File: src/rtl/i2c_byte_master.sv
// i2c_byte_master: byte-level I2C master engine (START/RS/WRITE/READ/STOP) with
// runtime phase divisor, clock stretching and arbitration-loss detection.
module i2c_byte_master #(
  parameter int DIV_W       = 16,
  parameter int SYNC_STAGES = 2
) (
  input  logic             clk,
  input  logic             reset,
  input  logic [DIV_W-1:0] divisor,
  input  logic             cmd_valid,
  output logic             cmd_ready,
  input  logic [1:0]       cmd,
  input  logic [7:0]       wr_data,
  input  logic             rd_nack,
  output logic             rsp_valid,
  output logic [7:0]       rd_data,
  output logic             ack_rx,
  output logic             arb_lost,
  output logic             err,
  output logic             busy,
  input  logic             scl_i,
  input  logic             sda_i,
  output logic             scl_oe,
  output logic             sda_oe
);
  localparam logic [1:0] CMD_START = 2'd0;
  localparam logic [1:0] CMD_WRITE = 2'd1;
  localparam logic [1:0] CMD_STOP  = 2'd3;

  typedef enum logic [3:0] {
    S_IDLE, S_START1, S_START2, S_HOLD, S_RS1,
    S_BIT_LO, S_BIT_HI, S_STOP1, S_STOP2, S_STOP3
  } state_t;

  state_t                 r_state, w_next;
  logic [DIV_W-1:0]       r_ctr, r_div;
  logic [SYNC_STAGES-1:0] r_scl_s, r_sda_s;
  logic [7:0]             r_sh, r_rd;
  logic [3:0]             r_bit;
  logic                   r_wr, r_nack, r_rsp, r_err, r_arb, r_ack, r_busy, r_hold_sda;
  logic                   w_scl, w_sda, w_accept, w_rel, w_stall, w_tick, w_last, w_drive, w_arb;

  assign w_scl    = r_scl_s[SYNC_STAGES-1];
  assign w_sda    = r_sda_s[SYNC_STAGES-1];
  assign w_accept = cmd_valid && cmd_ready;
  assign w_rel    = r_state inside {S_START1, S_STOP2, S_STOP3, S_BIT_HI};
  assign w_stall  = w_rel && !w_scl;
  assign w_tick   = !w_stall && (r_ctr == r_div);
  assign w_last   = (r_bit == 4'd8);
  // Slot 9 of a WRITE releases SDA for the slave ACK; READ drives only the ACK slot.
  assign w_drive  = r_wr ? (!w_last && !r_sh[7]) : (w_last && !r_nack);
  assign w_arb    = w_tick && !w_sda &&
                    (r_state == S_START1 || (r_state == S_BIT_HI && r_wr && !w_last && r_sh[7]));

  assign rsp_valid = r_rsp;
  assign rd_data   = r_rd;
  assign ack_rx    = r_ack;
  assign arb_lost  = r_arb;
  assign err       = r_err;
  assign busy      = r_busy;

  always_ff @(posedge clk) begin
    if (reset) r_state <= S_IDLE;
    else       r_state <= w_next;
  end

  always_comb begin
    w_next = r_state;
    case (r_state)
      S_IDLE:   w_next = (w_accept && cmd == CMD_START) ? S_START1 : S_IDLE;
      S_HOLD:   w_next = !w_accept ? S_HOLD : (cmd == CMD_START) ? S_RS1 :
                         (cmd == CMD_STOP) ? S_STOP1 : S_BIT_LO;
      S_RS1:    w_next = w_tick ? S_START1 : S_RS1;
      S_START1: w_next = w_arb ? S_IDLE : w_tick ? S_START2 : S_START1;
      S_START2: w_next = w_tick ? S_HOLD : S_START2;
      S_BIT_LO: w_next = w_tick ? S_BIT_HI : S_BIT_LO;
      S_BIT_HI: w_next = w_arb ? S_IDLE : !w_tick ? S_BIT_HI : w_last ? S_HOLD : S_BIT_LO;
      S_STOP1:  w_next = w_tick ? S_STOP2 : S_STOP1;
      S_STOP2:  w_next = w_tick ? S_STOP3 : S_STOP2;
      S_STOP3:  w_next = w_tick ? S_IDLE : S_STOP3;
      default:  w_next = S_IDLE;
    endcase
  end

  always_comb begin
    cmd_ready = !reset && (r_state == S_IDLE || r_state == S_HOLD);
    scl_oe    = r_state inside {S_HOLD, S_RS1, S_BIT_LO, S_STOP1};
    sda_oe    = (r_state inside {S_START2, S_STOP1, S_STOP2}) ? 1'b1 :
                (r_state == S_HOLD) ? r_hold_sda :
                (r_state inside {S_BIT_LO, S_BIT_HI}) ? w_drive : 1'b0;
  end

  always_ff @(posedge clk) begin
    if (reset) begin
      r_scl_s    <= '1;
      r_sda_s    <= '1;
      r_ctr      <= '0;
      r_div      <= '0;
      r_sh       <= '0;
      r_rd       <= '0;
      r_bit      <= '0;
      r_wr       <= 1'b0;
      r_nack     <= 1'b0;
      r_rsp      <= 1'b0;
      r_err      <= 1'b0;
      r_arb      <= 1'b0;
      r_ack      <= 1'b0;
      r_busy     <= 1'b0;
      r_hold_sda <= 1'b0;
    end else begin
      r_scl_s <= {r_scl_s[SYNC_STAGES-2:0], scl_i};
      r_sda_s <= {r_sda_s[SYNC_STAGES-2:0], sda_i};
      r_ctr   <= (r_state == S_IDLE || r_state == S_HOLD || w_stall || w_tick) ? '0 : r_ctr + 1'b1;
      r_rsp   <= 1'b0;
      if (w_accept) begin
        r_div  <= divisor;
        r_wr   <= (cmd == CMD_WRITE);
        r_sh   <= wr_data;
        r_nack <= rd_nack;
        r_bit  <= '0;
        r_arb  <= 1'b0;
        r_ack  <= 1'b0;
        r_err  <= (r_state == S_IDLE && cmd != CMD_START);
        r_rsp  <= (r_state == S_IDLE && cmd != CMD_START);
      end
      if (w_arb) begin
        r_arb  <= 1'b1;
        r_rsp  <= 1'b1;
        r_busy <= 1'b0;
      end else if (w_tick) begin
        case (r_state)
          S_START1: r_busy <= 1'b1;
          S_START2: begin
            r_rsp      <= 1'b1;
            r_hold_sda <= 1'b1;
          end
          S_BIT_HI: begin
            if (w_last) begin
              r_rsp      <= 1'b1;
              r_hold_sda <= w_drive;
              if (r_wr) r_ack <= w_sda;
              else      r_rd  <= r_sh;
            end else begin
              r_sh  <= {r_sh[6:0], w_sda};
              r_bit <= r_bit + 4'd1;
            end
          end
          S_STOP3: begin
            r_rsp  <= 1'b1;
            r_busy <= 1'b0;
          end
          default: ;
        endcase
      end
    end
  end
endmodule

File: config.mk
export PLATFORM = sky130hd
export DESIGN_NAME = i2c_byte_master
export DESIGN_NICKNAME = d
export VERILOG_FILES = /design/src/rtl/i2c_byte_master.sv
export SDC_FILE = /design/constraint.sdc
export NUM_CORES = 1
export LEC_CHECK = 0
export CAP_MARGIN = 10
export CORE_MARGIN = 5
export CORE_UTILIZATION = 30
export CTS_CLUSTER_SIZE = 24
export DETAILED_ROUTE_END_ITERATION = 6
export DONT_BUFFER_PORTS = 1
export PLACE_DENSITY_LB_ADDON = 0.05
export SETUP_SLACK_MARGIN = 0.2
export SYNTH_ARGS = -nofsm -noshare
export SYNTH_HDL_FRONTEND = slang
export SYNTH_SLANG_ARGS = --single-unit
File: constraint.sdc
create_clock -name clk -period 2.1 [get_ports clk]
set_input_delay 0.42 -clock clk [delete_from_list [all_inputs] [get_ports clk]]
set_output_delay 0.42 -clock clk [all_outputs]
set_load 0.02 [all_outputs]
**Word-level counts from Yosys, hierarchy flattened**

Index checks and enable logic that the tools add are counted.

- $add $sub $neg: 2
- Multipliers: 0
- Div/mod/pow operators: 0
- Order comparisons: 0
- Equal/unequal tests: 14
- Shifts and indexed selects: 0
- Multiplexer cells: 46
- Bitwise gates (word level): 2
- Reductions and logical operators: 40

Operators with widths:

| cell | count |
|---|---|
| $mux 8 | 5 |
| $pmux 4 s10 | 1 |
| $mux 4 | 7 |
| $mux 1 | 20 |
| $add 16x1->16 const B | 1 |
| $eq 16x16->1 | 1 |
| $eq 4x3->1 const B | 4 |
| $mux 3 | 5 |
| $logic_and 1x1->1 | 13 |
| $eq 4x4->1 const B | 3 |
| $mux 2 | 5 |
| $reduce_bool 2->1 | 5 |
| $eq 4x2->1 const B | 2 |
| $reduce_bool 4->1 | 2 |
| $logic_not 1->1 | 7 |
| $pmux 1 s2 | 3 |
| $reduce_or 2->1 | 3 |
| $reduce_and 5->1 | 1 |
| $add 4x1->4 const B | 1 |
| $eq 4x1->1 const B | 1 |
| $logic_not 4->1 | 1 |
| $logic_or 1x1->1 | 4 |
| $reduce_and 4->1 | 1 |
| $reduce_bool 3->1 | 1 |
| other kinds (6) | 7 |

- Register bits after elaboration: 68
- Latch bits: 0
- Bits in writable memories: 0
- Bits in read-only memories: 0
- Bits of input ports: 32
- Output and inout port bits: 16
- Word-level logic and storage cells: 120
- Memories: 0

**Logic depth before layout (Yosys ltp)**

Gate-level depths: netlist of the first run.

- Depth in word-level cells: 10
- Depth in mapped cells: 9
- Gate-level depth less buffers: 7

**Least setup slack after synthesis of the first run**

Ideal clock, no wire load.

- Kind: reg2reg
- From: reg r_bit[0]
- To: reg r_sh[6]
- Library setup time: 0.132 ns
- Arrival: 1.773 ns
- Data required time: 1.968 ns
- Slack: 0.196 ns
- Cell stages (with the launch flop): 9
- Buffers on the path: 1
- Period minus slack after synthesis: 1.904 ns
- Path through: dfxtp_1 inv_1 ha_1 and3b_1 clkbuf_1 o211ai_1 nor2_2 a21oi_1 nor3_1

- Cells in the longest elaborated chain, start to end: 7
- Elaborated cells on any way between the ends: 10
- Classes of those cells: eq/ne: 1; mux: 4; reduce/logical: 5

RTL lines:

| element | RTL line | source |
|---|---|---|
| start, declared | 39 | `logic [3:0] r_bit;` |
| start signal, assigned | 145 | `r_bit <= r_bit + 4'd1;` |
| $eq 4x4->1 * | 49 | `assign w_last = (r_bit == 4'd8);` |
| $logic_not 1->1 | 53 | `(r_state == S_START1 \|\| (r_state == S_BIT_HI && r_wr && !w_last && r_sh[7]));` |
| $logic_and 1x1->1 (2 in series) | 53 |  |
| $logic_or 1x1->1 | 53 |  |
| $logic_and 1x1->1 | 52 | `assign w_arb = w_tick && !w_sda &&` |
| $mux 8 * | 126 | `if (w_arb) begin` |
| end signal, assigned | 118 | `r_sh <= wr_data;` |
| end signal, assigned | 144 | `r_sh <= {r_sh[6:0], w_sda};` |
| end, declared | 38 | `logic [7:0] r_sh, r_rd;` |

Mark *: on every way between the ends. The rest lies on a longest branch, timed or not.
A chain may end at the register's enable or synchronous reset.

**Worst setup path after layout of the first run**

- From: reg r_bit[0]
- To: out sda_oe

- Cells in the longest elaborated chain, start to end: 7
- Elaborated cells on any way between the ends: 8
- Classes of those cells: eq/ne: 1; mux: 4; reduce/logical: 3

RTL lines:

| element | RTL line | source |
|---|---|---|
| $eq 4x4->1 * | 49 |  |
| $logic_not 1->1 | 51 | `assign w_drive = r_wr ? (!w_last && !r_sh[7]) : (w_last && !r_nack);` |
| $logic_and 1x1->1 | 51 |  |
| $mux 1 * | 51 |  |
| $mux 1 * | 90 | `(r_state inside {S_BIT_LO, S_BIT_HI}) ? w_drive : 1'b0;` |
| $mux 1 * | 89 | `(r_state == S_HOLD) ? r_hold_sda :` |
| $mux 1 * | 88 | `sda_oe = (r_state inside {S_START2, S_STOP1, S_STOP2}) ? 1'b1 :` |
| end, declared | 24 | `output logic sda_oe` |

Marks and branches as above.

==> reports/qor.txt, run 1 <==
RD Place Congestion: 0.805
Static Leak: 0.00173 uW
Initial core utilization: 30.9%
Mean Syn Cell Area: 8.72 sq um
Clk_lat worst skew: 0.33 ns
Total GRT Usage: 13.5%
Final Instance Area: 4770 sq um
Area leader, netlist: dfxtp_1
Utilization after layout: 41.3%
Via count: 2,959
Top achievable clock speed: 0.471 GHz
Mapped Nets: 445
Slew Limit Fails: 0
Area of the multi-input gates: 2280 sq um
Antenna violations before repair: 0
Cts bufs inserted: 9
DRC errors left: 0
Post-route ant nets: 0
Die height: 119 microns
Max FO, Critical Path: 3
Layout cell share with drive strength beyond 1: 34.9%
Library cells used by synthesis: 62
Core footprint: 11,600 sq um
CP arrival: 1.70 ns
Ys flop type: dfxtp_1
Worst setup SP type: flop
Drt wl/cell: 16.1 microns
Drt pass-1 iters: 4
Worst-Margin Slew: 0.637 ns
Hold violation count in the final report: 0
Clock transition at the registers of the reported paths: 0.05 ns
Top-level I/O count: 48
Worst Hold Class: primary input to flop
Top cells by area, synth: dfxtp_1, nand2b_1, xor2_1
Post-synthesis cell count: 410
Register area share after synthesis: 38.1%
Initial DRC count: 132
Critical setup path kind: flop to primary output
Pre-CTS setup slack: 0.0290 ns
Ant diodes: 0
CP required: 1.68 ns
Endpoints failing setup: 1
Relative slew slack: 56.9%
Failing checks: setup timing
EDFF count, synth: 0
Count of input and output buffers: 0
Largest net degree at the start of global routing: 66
Clock Path Buffers: 2
FP Rows: 39
PwrDens: 834 nW/um^2
Top-area cell type share of the netlist area: 38.1%
Total grt overflow: 0
CTS tree: done
Filler cell count: 1,169
Final wirelength: 9620 microns
DR vias/cell: 4.94
Area Overhead vs Synth: 33.5%
Nature of the critical path endpoint: primary output
Tcrit/Tclk final: 101%
Min Tclk post-route: 2.12 ns
RSZ-0062 raised after global routing: yes
Outcome: finished with violations
Yosys reg bits: 68
Hold WS: 0.178 ns
Final nets: 488
Most common library cells after synthesis: dfxtp_1, nand2b_1, nand2_1, xor2_1
Syn. warnings: 0
Synth Cell Area: 3570 sq um
Global-route wire length before repair: 15,400 microns
Cell with the most instances after synthesis: dfxtp_1
Die ar.: 14,200 sq um
Async S/R FF share, synth: 0%
FF+latch area: 1400 sq um
Htree depth: 3
Worst setup slack after layout: -0.0241 ns
Vias in the first global route: 2,990
Max-cap viol count: 0
Root Driver: clkbuf_16
Clk_skew: 0.00688 ns
Power, Total: 3980 uW
Worst vdd ir: 0.000358 V
HPWL after DPL: 6460 microns
Die width: 119 microns
Cts hold-fix bufs: 0
CTS Sinks: 68
Post-DP Area: 3930 sq um
## kinds of logic after synthesis
family	count (synthesis)	share of synthesized area (%)
and+or+nand+nor	184	30.7
AOI/OAI and AO/OA	70	12.3
DFF	68	38.1
buffers and inverters	35	4.62
xor gates and xnor gates	31	7.60
muxes	19	5.60
adders and majority gates	3	1.05
## worst max-delay path: stages (launching register included)
cell and delay (ns):
dfxtp_2 0.33, inv_2 0.05, ha_4 0.15, nand4bb_1 0.13, a2bb2oi_2 0.23, nand3_1 0.10, a31oi_1 0.17, o21bai_1 0.07
buf_4 0.15
## layout by cell type, fill, tap and decap left out, drive strengths merged, types with 2 or more instances in the layout
cell	Yosys	final
a2111oi	2	2
a211oi	4	4
a21oi	21	21
a31oi	3	3
and3	5	5
and4	2	2
buf	13	59
bufinv	0	2
clkbuf	15	13
dfxtp	68	68
ha	3	3
inv	7	7
mux2	8	8
mux2i	11	11
nand2	29	29
nand2b	41	41
nand3	11	11
nand3b	3	3
nand4	7	7
nor2	35	35
nor3	25	25
nor4	7	7
nor4b	2	2
o211ai	2	2
o21ai	20	20
o311ai	3	3
or2	7	7
or3	3	3
or4	3	3
xnor2	6	6
xor2	25	25
## state kept, by name (all words and copies together), names as in the netlist, 2 cells and up
signal,count
r_bit,4
r_sh,8
r_div,16
r_state,4
r_ctr,16
r_sda_s,2
r_scl_s,2
rd_data,8
## worst paths after layout
| path | from | endpoint | slack (ns) | cells after the start |
|---|---|---|---|---|
| max | r_bit[0] | sda_oe | -0.02 | 8 |
| min | reset | r_bit[0] | 0.18 | 1 |
| max reg2reg | r_state[1] | r_state[2] | 0.21 | 6 |
| min reg2reg | r_scl_s[0] | r_scl_s[1] | 0.41 | 1 |
## area by class of cell
type                    count  share of cell area, %
repair buffers             60                   12.2
well taps                 143                   3.75
multi-input cells         307                   47.8
inverters                   7                  0.551
clock buffers              12                   5.17
clock inverters             2                   1.26
flip-flops and latches     68                   29.3
## power by group
group	leakage (uW)	switching, uW	internal (uW)	total, uW
clock	0.000149	535	1060	1590
sequential	0.000564	93.6	1380	1480
combinational	0.00102	452	459	911
## timing repair
item | 4_1_cts | 5_1_grt
gates resized for setup | 36 | 35
endpoints found under the setup margin | 30 | 48
gates cloned | 1 | 1
buffers inserted | 15 | 6
pin swaps | 17 | 17
## metrics by stage
stage	TNS [ns]	cells
6_report	-0.0241	599
2_1_floorplan	0	410
3_5_place_dp	0	562
5_1_grt	-0.128	599
4_1_cts	-0.0696	592
3_3_place_gp	0	562
## per-layer routing
metal  up-vias  share of wire (%)  GRT usage, %
met4         0                1.5          5.94
li1       1513                  -             -
met5         -                  0             0
met3        10                4.2          3.32
met1      1388                 51          18.8
met2        48                 43          19.6
Note: power is estimated with default switching activity, not from simulation.
==> run 2: changes to the inputs <==
ABC_AREA = 1   (was default)
CTS_CLUSTER_DIAMETER = 120   (was default)
==> run 2 against run 1 <==
The run now ends clean; synthesized area decreased by 0.60%; die area is 0.54% lower; via count rose by 11%; final cell count rose by 18%; total power up 7.7%; clock skew rose by 0.0033 ns; clock power increased by 3%; sequential power up 4%; worst hold slack lost 0.033 ns; flip-flop and latch count unchanged; global-route usage is 0.44 points higher; largest cell class unchanged; highest routed layer unchanged.
==> reports/qor.txt, run 2 <==
Die ar.: 14,100 sq um (-0.54%)
Async S/R FF share, synth: 0% (unchanged)
Reg2Reg Depth: 13 (+7)
Htree depth: 3 (unchanged)
Root Driver: clkbuf_16
Max-cap viol count: 0 (unchanged)
Layout cell share with drive strength beyond 1: 23.3% (-12 points)
Core footprint: 11,500 sq um (-0.42%)
FF-to-FF End: r_state[0]
Clk_lat worst skew: 0.34 ns (about the same)
Critical setup path kind: flop to primary output
FF-to-FF setup slack: 0.32 ns (+0.11 ns)
Top-area cell type share of the netlist area: 38.3% (+0.23 points)
Area Overhead vs Synth: 24.6%
Total grt overflow: 0 (unchanged)
Count of input and output buffers: 0 (unchanged)
Initial core utilization: 30.8% (-0.054 points)
CTS tree: done
Clk_skew: 0.0102 ns (+0.00330 ns)
Cts bufs inserted: 9 (unchanged)
Most common library cells after synthesis: nand2_1, inv_1, nor2_1, dfxtp_1, a21oi_1
Clock Path Buffers: 2 (unchanged)
Yosys reg bits: 68 (unchanged)
Synth Cell Area: 3550 sq um (-0.60%)
Top achievable clock speed: 0.525 GHz (+12%)
Sw Ratio: 33.6% (+6.5 points)
CP arrival: 1.48 ns (-0.22 ns)
CTS Sinks: 68 (unchanged)
Endpoints failing setup: 0 (-1)
Ys flop type: dfxtp_1
Via count: 3,278 (+11%)
Top cells by area, synth: dfxtp_1, nand2_1, inv_1
Ant diodes: 0 (unchanged)
Nature of the critical path endpoint: primary output
Hold path startpoint: reset
Cell with the most instances after synthesis: nand2_1
Antenna violations before repair: 0 (unchanged)
Int Power: 2850 uW (-1.8%)
Worst setup SP type: flop
DRC errors left: 0 (unchanged)
CP dominant cell by count: nor2_4
Drt wl/cell: 13.5 microns (-16%)
Largest regs: r_ctr (16), r_div (16)
Logic gate share of total power: 26.1% (+3.2 points)
Mapped Nets: 568 (+28%)
Total GRT Usage: 13.9% (+0.44 points)
Hold endpoint: rsp_valid
Crit-path cells: inv_2 > nor2_4 > inv_1 > nor2_4 > nor2_1 > o221ai_4
Relative slew slack: 76.5% (+20 points)
Slowest-stage cell, CP: dfxtp_2
Post-synthesis cell count: 533 (+30%)
Worst vdd ir: 0.000564 V (+58%)
Commonest non-fill, non-tap cell in the layout: nand2_1
FP Rows: 39 (unchanged)
HPWL after DPL: 6710 microns (+3.9%)
Vias in the first global route: 3,110 (+4.0%)
Register area share after synthesis: 38.3% (+0.23 points)
Largest net degree at the start of global routing: 31 (-53%)
DR vias/cell: 4.64 (-6.0%)
Area leader, netlist: dfxtp_1
EDFF count, synth: 0 (unchanged)
Max FO, Critical Path: 4 (+1)
Buffers plus inverters on the worst setup path: 2 (unchanged)
Final nets: 593 (+22%)
Top-level I/O count: 48 (unchanged)
Global-route wire length before repair: 15,600 microns (+1.1%)
WHS Path Cells: 1 (unchanged)
Most frequent cells in the layout: nand2_1, inv_1, nor2_1
Clk pwr share: 38.1% (-2.0 points)
Drt pass-1 iters: 4 (unchanged)
Min Tclk post-route: 1.90 ns (-0.221 ns)
Tcrit/Tclk final: 90.6% (-11 points)
TNS Setup: 0 ns (+0.0241 ns)
CP required: 1.68 ns (about the same)
Syn. warnings: 0 (unchanged)
Hold WS: 0.145 ns (-0.0332 ns)
Switching power: 1440 uW (+33%)
Static Leak: 0.00201 uW (+16%)
Library cells used by synthesis: 35 (-44%)
Post-route ant nets: 0 (unchanged)
RSZ-0062 raised after global routing: yes
Mean Syn Cell Area: 6.66 sq um (-24%)
Reg2reg start: r_state[0]
Kind of cell adding the most delay to the critical path: flip-flops
Slew Limit Fails: 0 (unchanged)
Clock transition at the registers of the reported paths: 0.06 ns (about the same)
PwrDens: 969 nW/um^2 (+16%)
Part of the power in registers: 35.8% (-1.3 points)
Die width: 119 microns (-0.27%)
Final wirelength: 9540 microns (-0.82%)
Initial DRC count: 188 (+42%)
Worst-Margin Slew: 0.351 ns (-0.286 ns)
Outcome: finished, final reports clean
Hold violation count in the final report: 0 (unchanged)
Crit-path max cell delay: 0.38 ns (+0.05 ns)
Worst Hold Class: primary input to flop
RD Place Congestion: 0.850 (+5.6%)
Die height: 119 microns (-0.27%)
run 2: per-stage QoR:
stage | util (%) | total power (uW) | cells | instance area, sq um | setup slack [ns]
6_report | 38.4 | 4290 | 706 | 4430 | 0.197
5_1_grt | 38.4 | 4570 | 706 | 4430 | 0.117
4_1_cts | 36.4 | 4230 | 698 | 4190 | 0.0954
3_5_place_dp | 32.4 | 2510 | 672 | 3730 | 0.0476
3_3_place_gp | 32.4 | 2510 | 672 | 3730 | 0.0338
2_1_floorplan | - | 2290 | 533 | 3560 | 0.307
run 2: how the worst max path moves through the flow:
| stage | from | slack [ns] | end | depth (start not counted) |
|---|---|---|---|---|
| after floorplan | r_bit[0] | 0.31 | sda_oe | 6 |
| final | r_state[0] | 0.20 | sda_oe | 6 |
| after global placement | r_state[0] | 0.03 | r_ctr[2] | 8 |
| after global routing | r_state[3] | 0.12 | sda_oe | 5 |
| after detailed placement | r_state[0] | 0.05 | r_ctr[2] | 8 |
| after CTS | r_bit[0] | 0.1 | sda_oe | 7 |
run 2: cell type report:
cell class              count  area, sq um
inverters                  82          318
clock buffers               9          225
repair buffers             29          234
multi-input cells         368         2000
well taps                 143          179
clock inverters             7         91.3
fillers                  1226         7090
flip-flops and latches     68         1380
run 2: kinds of logic (layout without fill, tap and decap cells):
group           after synthesis  in the layout  share of synthesized area, %
compound gates               75             75                          11.0
xor+xnor                      6              6                          1.48
fa+ha+maj                     3              3                          1.06
buf+inv                      97            127                          11.2
flops                        68             68                          38.3
simple gates                284            284                          37.0
run 2: metal layers:
layer  up-vias  track usage, %  routed length (microns)
met2        69            23.7                     4630
li1       1728               -                        -
met5         -               0                        0
met1      1461            15.7                     4100
met3        20            5.97                      603
met4         0            4.71                      199
run 2: power by group through the flow:
stage	Sequential [uW]	Combinational [uW]	Clock, uW
6_report	1540	1120	1630
5_1_grt	1560	1260	1760
4_1_cts	1520	1010	1700
3_5_place_dp	1550	962	0
3_3_place_gp	1550	960	0
2_1_floorplan	1520	771	0
run 2: what timing repair did:
item                                    4_1_cts  5_1_grt
gates resized for setup                      14       50
buffers inserted                             10        8
pin swaps                                     5        8
hold buffers                                  0        0
endpoints found under the setup margin       36       49
